[src/rtl/if_fetch_stage.sv]
// -----------------------------------------------------------------------------
// if_fetch_stage
//   Instruction-fetch stage sitting directly in front of the instruction ROM.
//   Owns the PC, drives the ROM chip-enable and byte address, and captures the
//   combinationally returned instruction into the IF/ID pipeline register.
//   Handles IF/ID stalls, taken-branch redirects from ID and exception flushes.
//
//   Optional feature macro: FETCH_ALIGN_CHK_EN
//     defined   -> an IF/ID load from a PC with non-zero low 3 bits produces a
//                  valid NOP flagged with id_misalign_o for ID to trap on.
//     undefined -> id_misalign_o is tied low and the low PC bits are ignored.
// -----------------------------------------------------------------------------
module if_fetch_stage #(
    parameter int unsigned          ADDR_W   = 64,
    parameter int unsigned          INST_W   = 64,
    parameter int unsigned          PC_STEP  = 8,
    parameter logic [ADDR_W-1:0]    RESET_PC = {ADDR_W{1'b0}}
) (
    input  logic                clk,
    input  logic                rst,
    input  logic                stall_if,
    input  logic                stall_id,
    input  logic                flush,
    input  logic [ADDR_W-1:0]   new_pc,
    input  logic                branch_flag_i,
    input  logic [ADDR_W-1:0]   branch_addr_i,
    output logic                rom_ce_o,
    output logic [ADDR_W-1:0]   pc_o,
    input  logic [INST_W-1:0]   inst_i,
    output logic [ADDR_W-1:0]   id_pc_o,
    output logic [INST_W-1:0]   id_inst_o,
    output logic                id_valid_o,
    output logic                id_misalign_o
);

    // Sequential fetch increment, sized to the address bus so the add wraps
    // naturally modulo 2^ADDR_W.
    localparam logic [ADDR_W-1:0] LP_STEP = ADDR_W'(PC_STEP);

    typedef enum logic [1:0] {
        S_IDLE = 2'd0,
        S_RUN  = 2'd1,
        S_HOLD = 2'd2
    } state_t;

    // A fetch address is misaligned when any of the byte-offset bits inside
    // one 64-bit instruction word is set.
    function automatic logic f_is_misaligned(input logic [ADDR_W-1:0] addr);
        return (addr[2:0] != 3'b000);
    endfunction

    // ---------------------------------------------------------------------
    // Registers
    // ---------------------------------------------------------------------
    state_t              r_state;
    logic                r_ce;
    logic [ADDR_W-1:0]   r_pc;
    logic [ADDR_W-1:0]   r_id_pc;
    logic [INST_W-1:0]   r_id_inst;
    logic                r_id_valid;
    logic                r_id_misalign;

    // ---------------------------------------------------------------------
    // Combinational next-state / next-value wires
    // ---------------------------------------------------------------------
    state_t              w_state_nxt;
    logic                w_ce_nxt;
    logic                w_active;
    logic                w_branch_take;
    logic                w_misalign;
    logic [ADDR_W-1:0]   w_pc_nxt;
    logic [ADDR_W-1:0]   w_id_pc_nxt;
    logic [INST_W-1:0]   w_id_inst_nxt;
    logic                w_id_valid_nxt;
    logic                w_id_misalign_nxt;

    // A branch is only honoured when ID is not stalled; ID re-asserts it later.
    assign w_branch_take = branch_flag_i & ~stall_id;

`ifdef FETCH_ALIGN_CHK_EN
    assign w_misalign = f_is_misaligned(r_pc);
`else
    assign w_misalign = 1'b0;
`endif

    // FSM state register with asynchronous reset into the dead IDLE cycle.
    always_ff @(posedge clk or posedge rst) begin
        if (rst) begin
            r_state <= S_IDLE;
        end else begin
            r_state <= w_state_nxt;
        end
    end

    // FSM next-state: IDLE lasts one cycle, HOLD tracks stall_if, flush wins.
    always_comb begin
        w_state_nxt = r_state;
        case (r_state)
            S_IDLE: begin
                w_state_nxt = S_RUN;
            end
            S_RUN: begin
                if (stall_if && !flush) begin
                    w_state_nxt = S_HOLD;
                end else begin
                    w_state_nxt = S_RUN;
                end
            end
            S_HOLD: begin
                if (!stall_if || flush) begin
                    w_state_nxt = S_RUN;
                end else begin
                    w_state_nxt = S_HOLD;
                end
            end
            default: begin
                w_state_nxt = S_IDLE;
            end
        endcase
    end

    // FSM outputs: fetch activity of the current state, and the chip-enable
    // value the next state calls for (registered so ce comes off a flop).
    always_comb begin
        w_active = 1'b0;
        w_ce_nxt = 1'b0;
        case (r_state)
            S_IDLE: begin
                w_active = 1'b0;
            end
            S_RUN: begin
                w_active = 1'b1;
            end
            S_HOLD: begin
                w_active = 1'b1;
            end
            default: begin
                w_active = 1'b0;
            end
        endcase
        case (w_state_nxt)
            S_RUN:   w_ce_nxt = 1'b1;
            S_HOLD:  w_ce_nxt = 1'b1;
            S_IDLE:  w_ce_nxt = 1'b0;
            default: w_ce_nxt = 1'b0;
        endcase
    end

    // PC selection: flush, then un-stalled branch, then stall hold, then step.
    always_comb begin
        w_pc_nxt = r_pc;
        if (!w_active) begin
            w_pc_nxt = r_pc;
        end else if (flush) begin
            w_pc_nxt = new_pc;
        end else if (w_branch_take) begin
            w_pc_nxt = branch_addr_i;
        end else if (stall_if) begin
            w_pc_nxt = r_pc;
        end else begin
            w_pc_nxt = r_pc + LP_STEP;
        end
    end

    // IF/ID next value: flush bubble, ID-stall hold, squash bubble, or load.
    // The instruction fetched alongside a taken branch is squashed, so a
    // redirect costs exactly one bubble and there is no delay slot.
    always_comb begin
        w_id_pc_nxt       = r_id_pc;
        w_id_inst_nxt     = r_id_inst;
        w_id_valid_nxt    = r_id_valid;
        w_id_misalign_nxt = r_id_misalign;
        if (flush) begin
            w_id_pc_nxt       = {ADDR_W{1'b0}};
            w_id_inst_nxt     = {INST_W{1'b0}};
            w_id_valid_nxt    = 1'b0;
            w_id_misalign_nxt = 1'b0;
        end else if (stall_id) begin
            w_id_pc_nxt       = r_id_pc;
            w_id_inst_nxt     = r_id_inst;
            w_id_valid_nxt    = r_id_valid;
            w_id_misalign_nxt = r_id_misalign;
        end else if (stall_if || w_branch_take || !w_active) begin
            w_id_pc_nxt       = {ADDR_W{1'b0}};
            w_id_inst_nxt     = {INST_W{1'b0}};
            w_id_valid_nxt    = 1'b0;
            w_id_misalign_nxt = 1'b0;
        end else if (w_misalign) begin
            // Deliver a NOP tagged as misaligned; ID raises the exception.
            w_id_pc_nxt       = r_pc;
            w_id_inst_nxt     = {INST_W{1'b0}};
            w_id_valid_nxt    = 1'b1;
            w_id_misalign_nxt = 1'b1;
        end else begin
            w_id_pc_nxt       = r_pc;
            w_id_inst_nxt     = inst_i;
            w_id_valid_nxt    = 1'b1;
            w_id_misalign_nxt = 1'b0;
        end
    end

    // PC and ROM chip-enable registers.
    always_ff @(posedge clk or posedge rst) begin
        if (rst) begin
            r_pc <= RESET_PC;
            r_ce <= 1'b0;
        end else begin
            r_pc <= w_pc_nxt;
            r_ce <= w_ce_nxt;
        end
    end

    // IF/ID pipeline register.
    always_ff @(posedge clk or posedge rst) begin
        if (rst) begin
            r_id_pc       <= {ADDR_W{1'b0}};
            r_id_inst     <= {INST_W{1'b0}};
            r_id_valid    <= 1'b0;
            r_id_misalign <= 1'b0;
        end else begin
            r_id_pc       <= w_id_pc_nxt;
            r_id_inst     <= w_id_inst_nxt;
            r_id_valid    <= w_id_valid_nxt;
            r_id_misalign <= w_id_misalign_nxt;
        end
    end

    assign rom_ce_o      = r_ce;
    assign pc_o          = r_pc;
    assign id_pc_o       = r_id_pc;
    assign id_inst_o     = r_id_inst;
    assign id_valid_o    = r_id_valid;
    assign id_misalign_o = r_id_misalign;

endmodule

[config.mk]
export PLATFORM = sky130hd
export DESIGN_NAME = if_fetch_stage
export DESIGN_NICKNAME = d
export VERILOG_FILES = /design/src/rtl/if_fetch_stage.sv
export SDC_FILE = /design/constraint.sdc
export NUM_CORES = 1
export LEC_CHECK = 0
export CORE_ASPECT_RATIO = 0.9
export CORE_MARGIN = 2
export CORE_UTILIZATION = 44
export DETAILED_ROUTE_END_ITERATION = 6
export PLACE_DENSITY = 0.81
export SLEW_MARGIN = 20
export SYNTH_ARGS = -nofsm -noshare
export SYNTH_HDL_FRONTEND = slang
export SYNTH_SLANG_ARGS = --single-unit
[constraint.sdc]
create_clock -name clk -period 9.3 [get_ports clk]
set_input_delay 1.86 -clock clk [delete_from_list [all_inputs] [get_ports clk]]
set_output_delay 1.86 -clock clk [all_outputs]
set_load 0.005 [all_outputs]
# After elaboration in Yosys (flattened, before gate mapping)
# Cells that the tools add are included.
[totals]
ff_bits = 197
output_inout_bits = 195
elab_cells = 46
[op_classes]
addsub = 1
n_eq_ne = 6
muxes = 19
bitwise_logic = 2
n_reduce_logical = 11
[ops]
columns = ["op", "n"]
rows = [
  ["64-bit 2-to-1 mux", 9],
  ["64-bit by 4-bit adder with 64-bit output, second input constant", 1],
  ["1-bit 2-to-1 mux", 7],
  ["2-bit case mux with 3 select lines", 1],
  ["2-bit by 1-bit equality test with 1-bit output, second input constant", 2],
  ["2-bit equality test, second input constant", 2],
  ["2-bit 2-to-1 mux", 2],
  ["2-bit OR reduction", 2],
  ["1-bit logical NOT", 3],
  ["1-bit logical OR", 3],
  ["3-bit by 1-bit inequality test with 1-bit output, second input constant", 1],
  ["2-bit logical NOT", 1],
  ["2-bit by 1-bit inequality test with 1-bit output, second input constant", 1],
  ["2-bit AND reduction", 1],
  ["1-bit bitwise AND", 1],
  ["1-bit logical AND", 1],
  ["1-bit inverter", 1],
]

# Longest topological paths before layout
# Gate-level depths: netlist (run 1).
[logic_depth]
ltp_word = 8
ltp_mapped = 9
mapped_depth_nobuf = 7

# Worst setup path after synthesis (run 1)
# Ideal clock, no wire load.
[synth_timing]
path_type = "input-to-reg"
from = "input flush"
to = "register r_id_inst[11], in the netlist id_inst_o[11]"
setup_time_ns = 0.066
arrival_ns = 3.365
t_required_ns = 9.234
setup_slack_ns = 5.869
cell_stages = 6
path_buffers = 3
cell_sequence = "clkbuf_1 > or4_1 > nor2_1 > clkbuf_1 > clkbuf_1 > a22o_1"
[synth_between]
elab_chain_cells = 1
[synth_rtl]
columns = ["item", "line_no", "text"]
rows = [
  ["start, declared", "23", "input logic flush,"],
  ["2-bit by 1-bit inequality test with 1-bit output (no source line) or 64-bit 2-to-1 mux (tied branches)", "--", ""],
  ["end signal, assigned", "217", "r_id_inst <= {INST_W{1'b0}};"],
  ["end signal, assigned", "222", "r_id_inst <= w_id_inst_nxt;"],
  ["end, declared", "59", "logic [INST_W-1:0] r_id_inst;"],
]
# Parallel ways exist; a longest one is shown, timed or not.
# A chain may end at the register's enable or synchronous reset.

# Worst setup path in the final report (run 1)
[layout_timing]
from = "input branch_flag_i"
to = "register r_pc[62], in the netlist pc_o[62]"
[layout_between]
elab_chain_cells = 3
[layout_rtl]
columns = ["item", "line_no", "text"]
rows = [
  ["start, declared", "25", "input logic branch_flag_i,"],
  ["1-bit bitwise AND *", "78", "assign w_branch_take = branch_flag_i & ~stall_id;"],
  ["3-bit by 1-bit inequality test with 1-bit output (no source line) or 64-bit 2-to-1 mux (tied branches)", "--", ""],
  ["2-bit AND reduction (no source line) or 64-bit 2-to-1 mux (tied branches)", "--", ""],
  ["end signal, assigned", "208", "r_pc <= w_pc_nxt;"],
  ["end, declared", "57", "logic [ADDR_W-1:0] r_pc;"],
]
# Every way passes the cells marked *; elsewhere a longest branch is shown, timed or not.

==> results of run 1 <==
## through the flow
step | hold slack, ps | setup WS (ps) | cell area [µm²]
6_report | 481 | 4690 | 14700
5_1_grt | 508 | 4490 | 14700
4_1_cts | 489 | 4710 | 14700
3_5_place_dp | 469 | 4250 | 14100
3_3_place_gp | 459 | 4340 | 14100
2_1_floorplan | 474 | 2100 | 10000
## worst max-delay path: stages
cell                              delay [ps]
sky130_fd_sc_hd__clkdlybuf4s50_1         530
sky130_fd_sc_hd__nor2b_4                 610
sky130_fd_sc_hd__buf_4                   580
sky130_fd_sc_hd__o21ai_4                  90
sky130_fd_sc_hd__buf_4                   390
sky130_fd_sc_hd__or4_1                   560
sky130_fd_sc_hd__o311ai_1                290
## worst min path at each step
stage	from	to	cells past startpoint
after floorplan	id_valid_o	id_valid_o	1
after global placement	id_valid_o	id_valid_o	1
after detailed placement	id_valid_o	id_valid_o	1
after CTS	id_valid_o	id_valid_o	1
after global routing	id_valid_o	id_valid_o	1
final	id_valid_o	id_valid_o	1
## sequential cells by signal, indices dropped and copies added (netlist names)
register and count:
id_inst_o 64, id_valid_o 1, rom_ce_o 1, pc_o 64, id_pc_o 64, r_state 2
## synth_stat cells (4+ instances only)
cell	n	share of area
sky130_fd_sc_hd__a21o_1	6	0.0045
sky130_fd_sc_hd__buf_1	7	0.0026
sky130_fd_sc_hd__xnor2_1	4	0.0035
sky130_fd_sc_hd__ha_1	6	0.0075
sky130_fd_sc_hd__nor2_1	66	0.025
sky130_fd_sc_hd__a22o_1	133	0.12
sky130_fd_sc_hd__a31oi_1	13	0.0081
sky130_fd_sc_hd__clkbuf_1	75	0.028
sky130_fd_sc_hd__nand2b_1	8	0.0050
sky130_fd_sc_hd__dfrtp_1	196	0.49
sky130_fd_sc_hd__o41ai_1	4	0.0035
sky130_fd_sc_hd__and3_1	21	0.013
sky130_fd_sc_hd__buf_2	10	0.0050
sky130_fd_sc_hd__a41oi_1	4	0.0035
sky130_fd_sc_hd__xor2_1	4	0.0035
sky130_fd_sc_hd__nand4_1	34	0.021
sky130_fd_sc_hd__or3_1	12	0.0075
sky130_fd_sc_hd__nand2_1	81	0.030
sky130_fd_sc_hd__nand3_1	38	0.019
sky130_fd_sc_hd__a21oi_1	62	0.031
sky130_fd_sc_hd__o21ai_0	63	0.031
sky130_fd_sc_hd__and2_1	9	0.0056
sky130_fd_sc_hd__nor4_1	13	0.0081
sky130_fd_sc_hd__o21a_1	5	0.0037
sky130_fd_sc_hd__o211ai_1	17	0.013
sky130_fd_sc_hd__inv_1	19	0.0071
sky130_fd_sc_hd__or4_1	7	0.0052
sky130_fd_sc_hd__o31a_1	4	0.0035
sky130_fd_sc_hd__a211oi_1	7	0.0052
sky130_fd_sc_hd__nor3_1	17	0.0085
sky130_fd_sc_hd__o31ai_1	6	0.0045
sky130_fd_sc_hd__and4_1	5	0.0044
sky130_fd_sc_hd__o22ai_1	5	0.0031
sky130_fd_sc_hd__a211o_1	5	0.0044
## power by group
group / internal, mW / leakage, nW / switching (mW) / total (mW)
clock: 0.369 / 0.295 / 0.397 / 0.766
combinational: 0.613 / 3.21 / 0.567 / 1.18
sequential: 1.02 / 2.56 / 0.333 / 1.35
total: 2.00 / 6.07 / 1.30 / 3.30
## cells by family (layout without fill, tap and decap cells)
group / Yosys count / count (layout) / share of synthesized area
xor+xnor: 8 / 8 / 0.00697
simple gates: 335 / 335 / 0.178
compound gates: 373 / 373 / 0.269
buf+inv: 114 / 455 / 0.0447
flops: 196 / 196 / 0.488
mux: 5 / 5 / 0.00523
fa+ha+maj: 6 / 6 / 0.00747
other cells: 1 / 2 / 0.000373
## area by class of cell
type	instances	share of cell area
timing repair buffer	404	0.273
tap	297	0.0252
sequential	196	0.333
antenna	1	0.000170
inverter	19	0.00535
multi-input combinational	728	0.322
clock buffer	18	0.0291
clock inverter	14	0.0126
## per-layer routing
layer	track usage	wire length, µm	vias to the layer above
met2	0.481	17700	531
met1	0.395	14800	5010
met4	0.105	1170	0
li1	-	-	4587
met3	0.0807	3520	80
met5	0	0	-
==> metrics.md, run 1 <==
| Metric | Value |
|---|---|
| Arrival time of data at the critical path endpoint | 4950 ps |
| Leading cell types in the layout, fill and taps excluded | sky130_fd_sc_hd__clkdlybuf4s50_1 (390), sky130_fd_sc_hd__dfrtp_1 (196), sky130_fd_sc_hd__a22o_1 (133) |
| Net count after synthesis | 1242 |
| Number of buffers inserted by hold repair at cts | 0 |
| Multi-input logic area | 4750 µm² |
| Clock latency on the worst-skew pair | 450 ps |
| Root cell of the clock tree | sky130_fd_sc_hd__clkbuf_16 |
| Clock transition at the register clock pins on the worst setup and hold paths after CTS | 90 ps |
| Required time reported for the critical path endpoint | 9640 ps |
| Largest net degree at the start of global routing | 119 |
| Max Fanout on Critical Path | 81 |
| Asr flop ratio synth | 1.00 |
| Final cell count without fillers | 1677 |
| Aggregate global routing overflow | 0 |
| Die area | 24100 µm² |
| Total iterations of the first detailed-routing run | 7 |
| Initial antenna violation count | 1 |
| Outcome | completed |
| Critical Path Start | branch_flag_i |
| Worst reg2reg path startpoint | r_state[1] |
| Post-CTS resize count | 0 |
| Routed wire length | 37200 µm |
| Ys flop type | sky130_fd_sc_hd__dfrtp_1 |
| Maximum resistive drop on vdd | 0.000105 V |
| Number of CTS-inserted buffers | 17 |
| Termination of the worst setup path | pc_o[62] |
| Fill cell total of the finished layout | 1814 |
| Final Hold Violating Endpoints | 0 |
| I/O pin total | 393 |
| Kind of critical path | input pin to flip-flop |
| Sequential cell area | 4900 µm² |
| Leakage power total | 6.07 nW |
| Vias in the first global route | 9754 |
| # Post-CTS Setup Buffers | 0 |
| Max-Cap Viols | 0 |
| Cell Rows | 52 |
| Number of endpoints failing setup at the final stage | 0 |
| PnR Total Power | 3.30 mW |
| Final worst path period need | 4610 ps |
| Post-synthesis instance area | 10000 µm² |
| Setup repair after global routing missed its margin | no |
| Final weighted congestion in routability-driven placement | 0.899 |
| Antenna Violating Nets Remaining | 0 |
| Maximum number of buffers from clock root to sink | 2 |
| Power per standard cell area | 224 nW/µm² |
| Capturing element type of the critical path | flip-flop |
| Vert. Die Dim | 147 µm |
| Worst slew margin relative to its limit | 0.269 |
| Launching element type of the critical path | input pin |
| Register-to-register path setup slack | 5830 ps |
| Number of max-slew violations in the final report | 0 |
| Post-detailed-route via-to-cell ratio | 6.09 |
| Share of post-route cells with drive strength above 1 | 0.0522 |
| Number of placed cells counting well taps | 1643 |
| Crit Reg-Reg Endpoint | pc_o[63] |
| Number of cells on the worst reg-to-reg path | 8 |
| Final worst path period share | 0.496 |
| Clock tree from TritonCTS | yes |
| Count of mapped cells out of synthesis | 1038 |
| Sequential fraction of the synthesis area | 0.488 |
| Clk sinks | 196 |
| Worst min-delay path category | flip-flop to flip-flop |
| Synthesis warning total | 0 |
| Core area | 22400 µm² |
| Routed length per instance | 22.2 µm |
| Residual DRC | 0 |
| Yosys reg bits | 196 |
| Buffers added on ports | 391 |
| Number of flops mapped to enable cells by yosys | 0 |
| Final TNS setup | 0 ps |
| HPWL Detailed | 25900 µm |
| Actual transition at the worst max-transition pin | 1100 ps |
| Total via count in the routed design | 10200 |
| Overall die width | 163 µm |
| CTS H-tree lvls | 4 |
| Yosys cell types | 75 |
| Area overhead of the layout relative to synthesis | 46.7% |
| Final core utilization | 0.657 |
| Final setup skew | 12.7 ps |
| Mean area per synthesized cell | 9.68 µm² |
| Net count of the finished layout | 1570 |
| Highest clock rate | 217 MHz |
| Drt first-iter violations | 1029 |
| Effective utilization at floorplan | 0.448 |
| Most common cell after layout, fill and taps aside | sky130_fd_sc_hd__clkdlybuf4s50_1 |
| Overall track demand over capacity in global routing | 0.301 |
| Wire length of the first global-routing pass | 56500 µm |
Note: power is estimated with default switching activity, not from simulation.
==> run 2, diff against run 1 <==
==> constraint.sdc (replaced) <==
create_clock -name clk -period 4.6 [get_ports clk]
set_input_delay 0.92 -clock clk [delete_from_list [all_inputs] [get_ports clk]]
set_output_delay 0.92 -clock clk [all_outputs]
set_load 0.005 [all_outputs]
==> metrics.md, run 2 (same netlist as run 1, synthesis figures left out) <==
| Metric | Value |
|---|---|
| Max-Cap Viols | 0 (unchanged) |
| Required time reported for the critical path endpoint | 4970 ps (-4670 ps) |
| Actual transition at the worst max-transition pin | 1160 ps (+61.5 ps) |
| Number of buffers inserted by hold repair at cts | 0 (unchanged) |
| Share of post-route cells with drive strength above 1 | 0.0570 (+0.00475) |
| Final worst path period share | 0.676 |
| Core area | 22400 µm² (unchanged) |
| Kind of critical path | flip-flop to flip-flop |
| Area overhead of the layout relative to synthesis | 47.8% |
| Arrival time of data at the critical path endpoint | 3480 ps (-1470 ps) |
| Largest stage delay, worst path | 980 ps (+370 ps) |
| Sequential power share | 0.405 (-0.005) |
| Launching element type of the critical path | flip-flop |
| Max Fanout on Critical Path | 16 (-80%) |
| Initial antenna violation count | 3 (+2) |
| Clock latency on the worst-skew pair | 450 ps (about the same) |
| Antenna Violating Nets Remaining | 0 (unchanged) |
| Vert. Die Dim | 147 µm (unchanged) |
| Buffers added on ports | 391 (unchanged) |
| Worst path slowest cell | sky130_fd_sc_hd__nor2_1 |
| Routed wire length | 37700 µm (+1.3%) |
| Switching Share | 0.392 (-0.000968) |
| Drt first-iter violations | 895 (-13%) |
| Number of buffers and inverters on the critical path | 0 (-3) |
| Net count of the finished layout | 1578 (+0.51%) |
| Capturing element type of the critical path | flip-flop |
| Final setup skew | 11.0 ps (-1.77 ps) |
| Cell Rows | 52 (unchanged) |
| Overall die width | 163 µm (unchanged) |
| Outcome | completed |
| Post-CTS resize count | 0 (unchanged) |
| Final cell count without fillers | 1688 (+0.66%) |
| Routed length per instance | 22.3 µm (+0.60%) |
| Worst hold margin | 483 ps (+1.51 ps) |
| CP most frequent cell | sky130_fd_sc_hd__nand4_1 |
| Overall track demand over capacity in global routing | 0.308 (+0.00640) |
| Worst slew margin relative to its limit | 0.225 (-0.0439) |
| Number of placed cells counting well taps | 1652 (+0.55%) |
| Largest net degree at the start of global routing | 134 (+13%) |
| Die area | 24100 µm² (unchanged) |
| Aggregate global routing overflow | 0 (unchanged) |
| Clock tree from TritonCTS | yes |
| Clk sinks | 196 (unchanged) |
| Final worst path period need | 3110 ps |
| Wire length of the first global-routing pass | 57800 µm (+2.3%) |
| HPWL Detailed | 26900 µm (+3.6%) |
| Fraction of power consumed by the clock network | 0.237 (+0.005) |
| Effective utilization at floorplan | 0.448 (unchanged) |
| Number of max-slew violations in the final report | 0 (unchanged) |
| Critical Path Start | pc_o[19] |
| Comb pwr share | 0.358 (about the same) |
| CTS H-tree lvls | 4 (unchanged) |
| Leakage power total | 6.12 nW (+0.93%) |
| Pint | 4.15 mW (+110%) |
| Maximum resistive drop on vdd | 0.000299 V (+180%) |
| I/O pin total | 393 (unchanged) |
| Total via count in the routed design | 10400 (+1.9%) |
| Residual DRC | 0 (unchanged) |
| Power per standard cell area | 460 nW/µm² (+110%) |
| Leading cell types in the layout, fill and taps excluded | sky130_fd_sc_hd__clkdlybuf4s50_1 (390), sky130_fd_sc_hd__dfrtp_1 (196), sky130_fd_sc_hd__a22o_1 (133) |
| Worst Min Path Start | id_valid_o |
| Worst reg2reg path startpoint | pc_o[19] |
| Vias in the first global route | 10100 (+3.3%) |
| Final TNS setup | 0 ps (unchanged) |
| Psw | 2.68 mW (+110%) |
| Final Hold Violating Endpoints | 0 (unchanged) |
| Number of CTS-inserted buffers | 17 (unchanged) |
| Worst min-delay path category | flip-flop to flip-flop |
| Number of endpoints failing setup at the final stage | 0 (unchanged) |
| Highest clock rate | 322 MHz |
| Clock transition at the register clock pins on the worst setup and hold paths after CTS | 80 ps (about the same) |
| CP cell instances | nand4_1, nor2_1, nand4_1, or4b_1, nand3_1 |
| Setup repair after global routing missed its margin | no |
| # Post-CTS Setup Buffers | 0 (unchanged) |
| Most common cell after layout, fill and taps aside | sky130_fd_sc_hd__clkdlybuf4s50_1 |
| Root cell of the clock tree | sky130_fd_sc_hd__clkbuf_16 |
| Post-detailed-route via-to-cell ratio | 6.16 (+1.2%) |
| Final weighted congestion in routability-driven placement | 0.899 (unchanged) |
| Maximum number of buffers from clock root to sink | 2 (unchanged) |
| Total iterations of the first detailed-routing run | 5 (-2) |
| Category of cells accounting for the largest share of critical-path delay | simple AND/OR/NAND/NOR gates |
-- run 2: power by group through the flow --
stage / combinational [mW] / sequential (mW) / clock (mW)
final: 2.45 / 2.76 / 1.62
after detailed placement: 2.41 / 2.77 / 0
after floorplan: 1.27 / 2.49 / 0
after global placement: 2.35 / 2.76 / 0
after global routing: 2.65 / 2.83 / 1.70
after CTS: 2.43 / 2.75 / 1.63
-- run 2: metrics by stage --
step / util / worst slack [ps] / area (µm²) / total power, mW
after floorplan: - / 1150 / 10000 / 3.75
after global placement: 0.632 / 1500 / 14200 / 5.11
after detailed placement: 0.632 / 1290 / 14200 / 5.18
after CTS: 0.661 / 1610 / 14800 / 6.81
after global routing: 0.661 / 1360 / 14800 / 7.19
final: 0.661 / 1490 / 14800 / 6.83
-- run 2: worst paths after layout --
path                          endpoint  slack, ps  cells after the start
setup / recovery              pc_o[48]       1490                      5
hold / removal              id_valid_o        480                      1
setup reg to reg              pc_o[48]       1490                      5
hold reg to reg             id_valid_o        480                      1
max in group asynchronous     pc_o[54]       2890                      3
min in group asynchronous  id_pc_o[43]        950                      3
-- run 2: final cells by class --
| type | count | area (µm²) |
|---|---|---|
| Antenna cell | 4 | 10.0 |
| Clock buffer | 17 | 425 |
| Clock inverter | 15 | 223 |
| Fill cell | 1809 | 7600 |
| Inverter | 19 | 75.1 |
| Multi-Input combinational cell | 728 | 4740 |
| Sequential cell | 196 | 4900 |
| Tap cell | 297 | 372 |
| Timing Repair Buffer | 412 | 4090 |
-- run 2: layer usage --
layer  wire length (µm)  track usage  part of all wire
met5                  0            0                 0
met4               1380        0.121             0.037
met3               3380       0.0731             0.090
met2              17900        0.494              0.48
met1              15000        0.402              0.40
==> run 3, diff against run 2 <==
==> constraint.sdc (replaced) <==
create_clock -name clk -period 3 [get_ports clk]
set_input_delay 0.6 -clock clk [delete_from_list [all_inputs] [get_ports clk]]
set_output_delay 0.6 -clock clk [all_outputs]
set_load 0.005 [all_outputs]
==> metrics.md, run 3 (same netlist as run 1, synthesis figures left out) <==
| Metric | Value |
|---|---|
| Antenna Violating Nets Remaining | 0 (unchanged) |
| Routed wire length | 37800 µm (+0.35%) |
| Net count of the finished layout | 1605 (+1.7%) |
| Most common cell after layout, fill and taps aside | sky130_fd_sc_hd__clkdlybuf4s50_1 |
| Final worst path period need | 2610 ps (-497 ps) |
| CTS H-tree lvls | 4 (unchanged) |
| Max-Cap Viols | 0 (unchanged) |
| Share of post-route cells with drive strength above 1 | 0.0750 (+0.0180) |
| I/O pin total | 393 (unchanged) |
| Largest net degree at the start of global routing | 72 (-46%) |
| Maximum resistive drop on vdd | 0.000418 V (+40%) |
| Wire length of the first global-routing pass | 58000 µm (+0.23%) |
| Power per standard cell area | 699 nW/µm² (+52%) |
| Kind of critical path | flip-flop to flip-flop |
| Actual transition at the worst max-transition pin | 854 ps (-305 ps) |
| Post-detailed-route via-to-cell ratio | 6.10 (-1.0%) |
| Leakage power total | 6.27 nW (+2.4%) |
| Overall track demand over capacity in global routing | 0.307 (about the same) |
| Vias in the first global route | 10100 (+0.69%) |
| Cell area reported after detailed placement | 14500 µm² (+2.2%) |
| Total iterations of the first detailed-routing run | 5 (unchanged) |
| Area overhead of the layout relative to synthesis | 50.4% |
| Die area | 24100 µm² (unchanged) |
| Buffers added on ports | 391 (unchanged) |
| Grt met2 use | 0.497 (+0.00316) |
| Post-CTS resize count | 0 (unchanged) |
| Final weighted congestion in routability-driven placement | 0.910 (+1.3%) |
| Clock tree from TritonCTS | yes |
| Worst slew margin relative to its limit | 0.429 (+0.204) |
| Number of max-slew violations in the final report | 0 (unchanged) |
| Aggregate global routing overflow | 0 (unchanged) |
| Launching element type of the critical path | flip-flop |
| Effective utilization at floorplan | 0.448 (unchanged) |
| Met3 track demand over resource in global routing | 0.0644 (-0.00875) |
| Highest clock rate | 383 MHz (+19%) |
| Routed length per instance | 22.1 µm (-1.1%) |
| Clock latency on the worst-skew pair | 430 ps (-20 ps) |
| Final setup skew | 14.3 ps (+3.36 ps) |
| Drt first-iter violations | 1088 (+22%) |
| Root cell of the clock tree | sky130_fd_sc_hd__clkbuf_16 |
| Required time reported for the critical path endpoint | 3350 ps (-1620 ps) |
| Setup repair after global routing missed its margin | no |
| Number of CTS-inserted buffers | 17 (unchanged) |
| # Post-CTS Setup Buffers | 0 (unchanged) |
| Number of endpoints failing setup at the final stage | 0 (unchanged) |
| Residual DRC | 0 (unchanged) |
| Capturing element type of the critical path | flip-flop |
| Clk sinks | 196 (unchanged) |
| Overall die width | 163 µm (unchanged) |
| Final cell area excluding filler cells | 15100 µm² (+1.8%) |
| Final TNS setup | 0 ps (unchanged) |
| Fraction of met1 tracks used by global routing | 0.407 (+0.00534) |
| Maximum number of buffers from clock root to sink | 2 (unchanged) |
| Final worst path period share | 0.871 (+0.195) |
| Number of buffers inserted by hold repair at cts | 0 (unchanged) |
| HPWL Detailed | 27400 µm (+2.0%) |
| Busiest metal layer after global routing | met2 |
| Vert. Die Dim | 147 µm (unchanged) |
| Final Hold Violating Endpoints | 0 (unchanged) |
| Max Fanout on Critical Path | 7 (-9) |
| Clock transition at the register clock pins on the worst setup and hold paths after CTS | 80 ps (about the same) |
| Core area | 22400 µm² (unchanged) |
| Arrival time of data at the critical path endpoint | 2960 ps (-520 ps) |
| Leading cell types in the layout, fill and taps excluded | sky130_fd_sc_hd__clkdlybuf4s50_1 (390), sky130_fd_sc_hd__dfrtp_1 (196), sky130_fd_sc_hd__a22o_1 (133) |
| Cell Rows | 52 (unchanged) |
| Total via count in the routed design | 10400 (+0.46%) |
| Initial antenna violation count | 3 (unchanged) |
| Worst min-delay path category | flip-flop to flip-flop |
| Outcome | completed |
==> run 3: where the power goes <==
part	internal, mW	switching [mW]	leakage, nW
Clock	1.13	1.20	0.291
Sequential	3.16	0.848	2.56
Combinational	2.16	2.05	3.42
==> run 3: stage by stage <==
stage           util  setup WS [ps]  hold slack [ps]  total power, mW  cells
2_1_floorplan      -           -132              474             5.76   1038
3_3_place_gp   0.646            361              459             8.06   1679
3_5_place_dp   0.646            302              483             8.19   1679
4_1_cts        0.673            420              500             10.6   1711
5_1_grt        0.673            238              509             11.1   1713
6_report       0.673            388              495             10.6   1713
==> run 3: worst paths after layout <==
| check | startpoint | endpoint | slack (ps) | depth (start not counted) |
|---|---|---|---|---|
| min reg2reg | id_valid_o | id_valid_o | 490 | 1 |
| max in group asynchronous | rst | pc_o[17] | 1780 | 3 |
| min | id_valid_o | id_valid_o | 490 | 1 |
| min in group asynchronous | rst | id_pc_o[44] | 500 | 2 |
| max reg2reg | pc_o[11] | pc_o[63] | 390 | 5 |
| max | pc_o[11] | pc_o[63] | 390 | 5 |
==> run 3: cell type report <==
class                           instances  area [µm²]
Sequential cell                       196        4900
Fill cell                            1737        7330
Inverter                               19        75.1
Clock buffer                           17         425
Clock inverter                         15         179
Tap cell                              297         372
Antenna cell                            2        5.00
Multi-Input combinational cell        728        4740
Timing Repair Buffer                  439        4410
==> run 3: critical path, cell delays in order (launching register included) <==
cell and delay [ps]:
sky130_fd_sc_hd__dfrtp_1 490, sky130_fd_sc_hd__nand4_1 350, sky130_fd_sc_hd__nor4_2 660, sky130_fd_sc_hd__nand4_1 370, sky130_fd_sc_hd__nor3_1 410, sky130_fd_sc_hd__mux2i_1 240
==> run 3: metal layers <==
metal / up-vias / routed length (µm)
met5: - / 13
met4: 2 / 1350
met3: 86 / 3290
met2: 553 / 18000
met1: 5135 / 15200
li1: 4671 / -
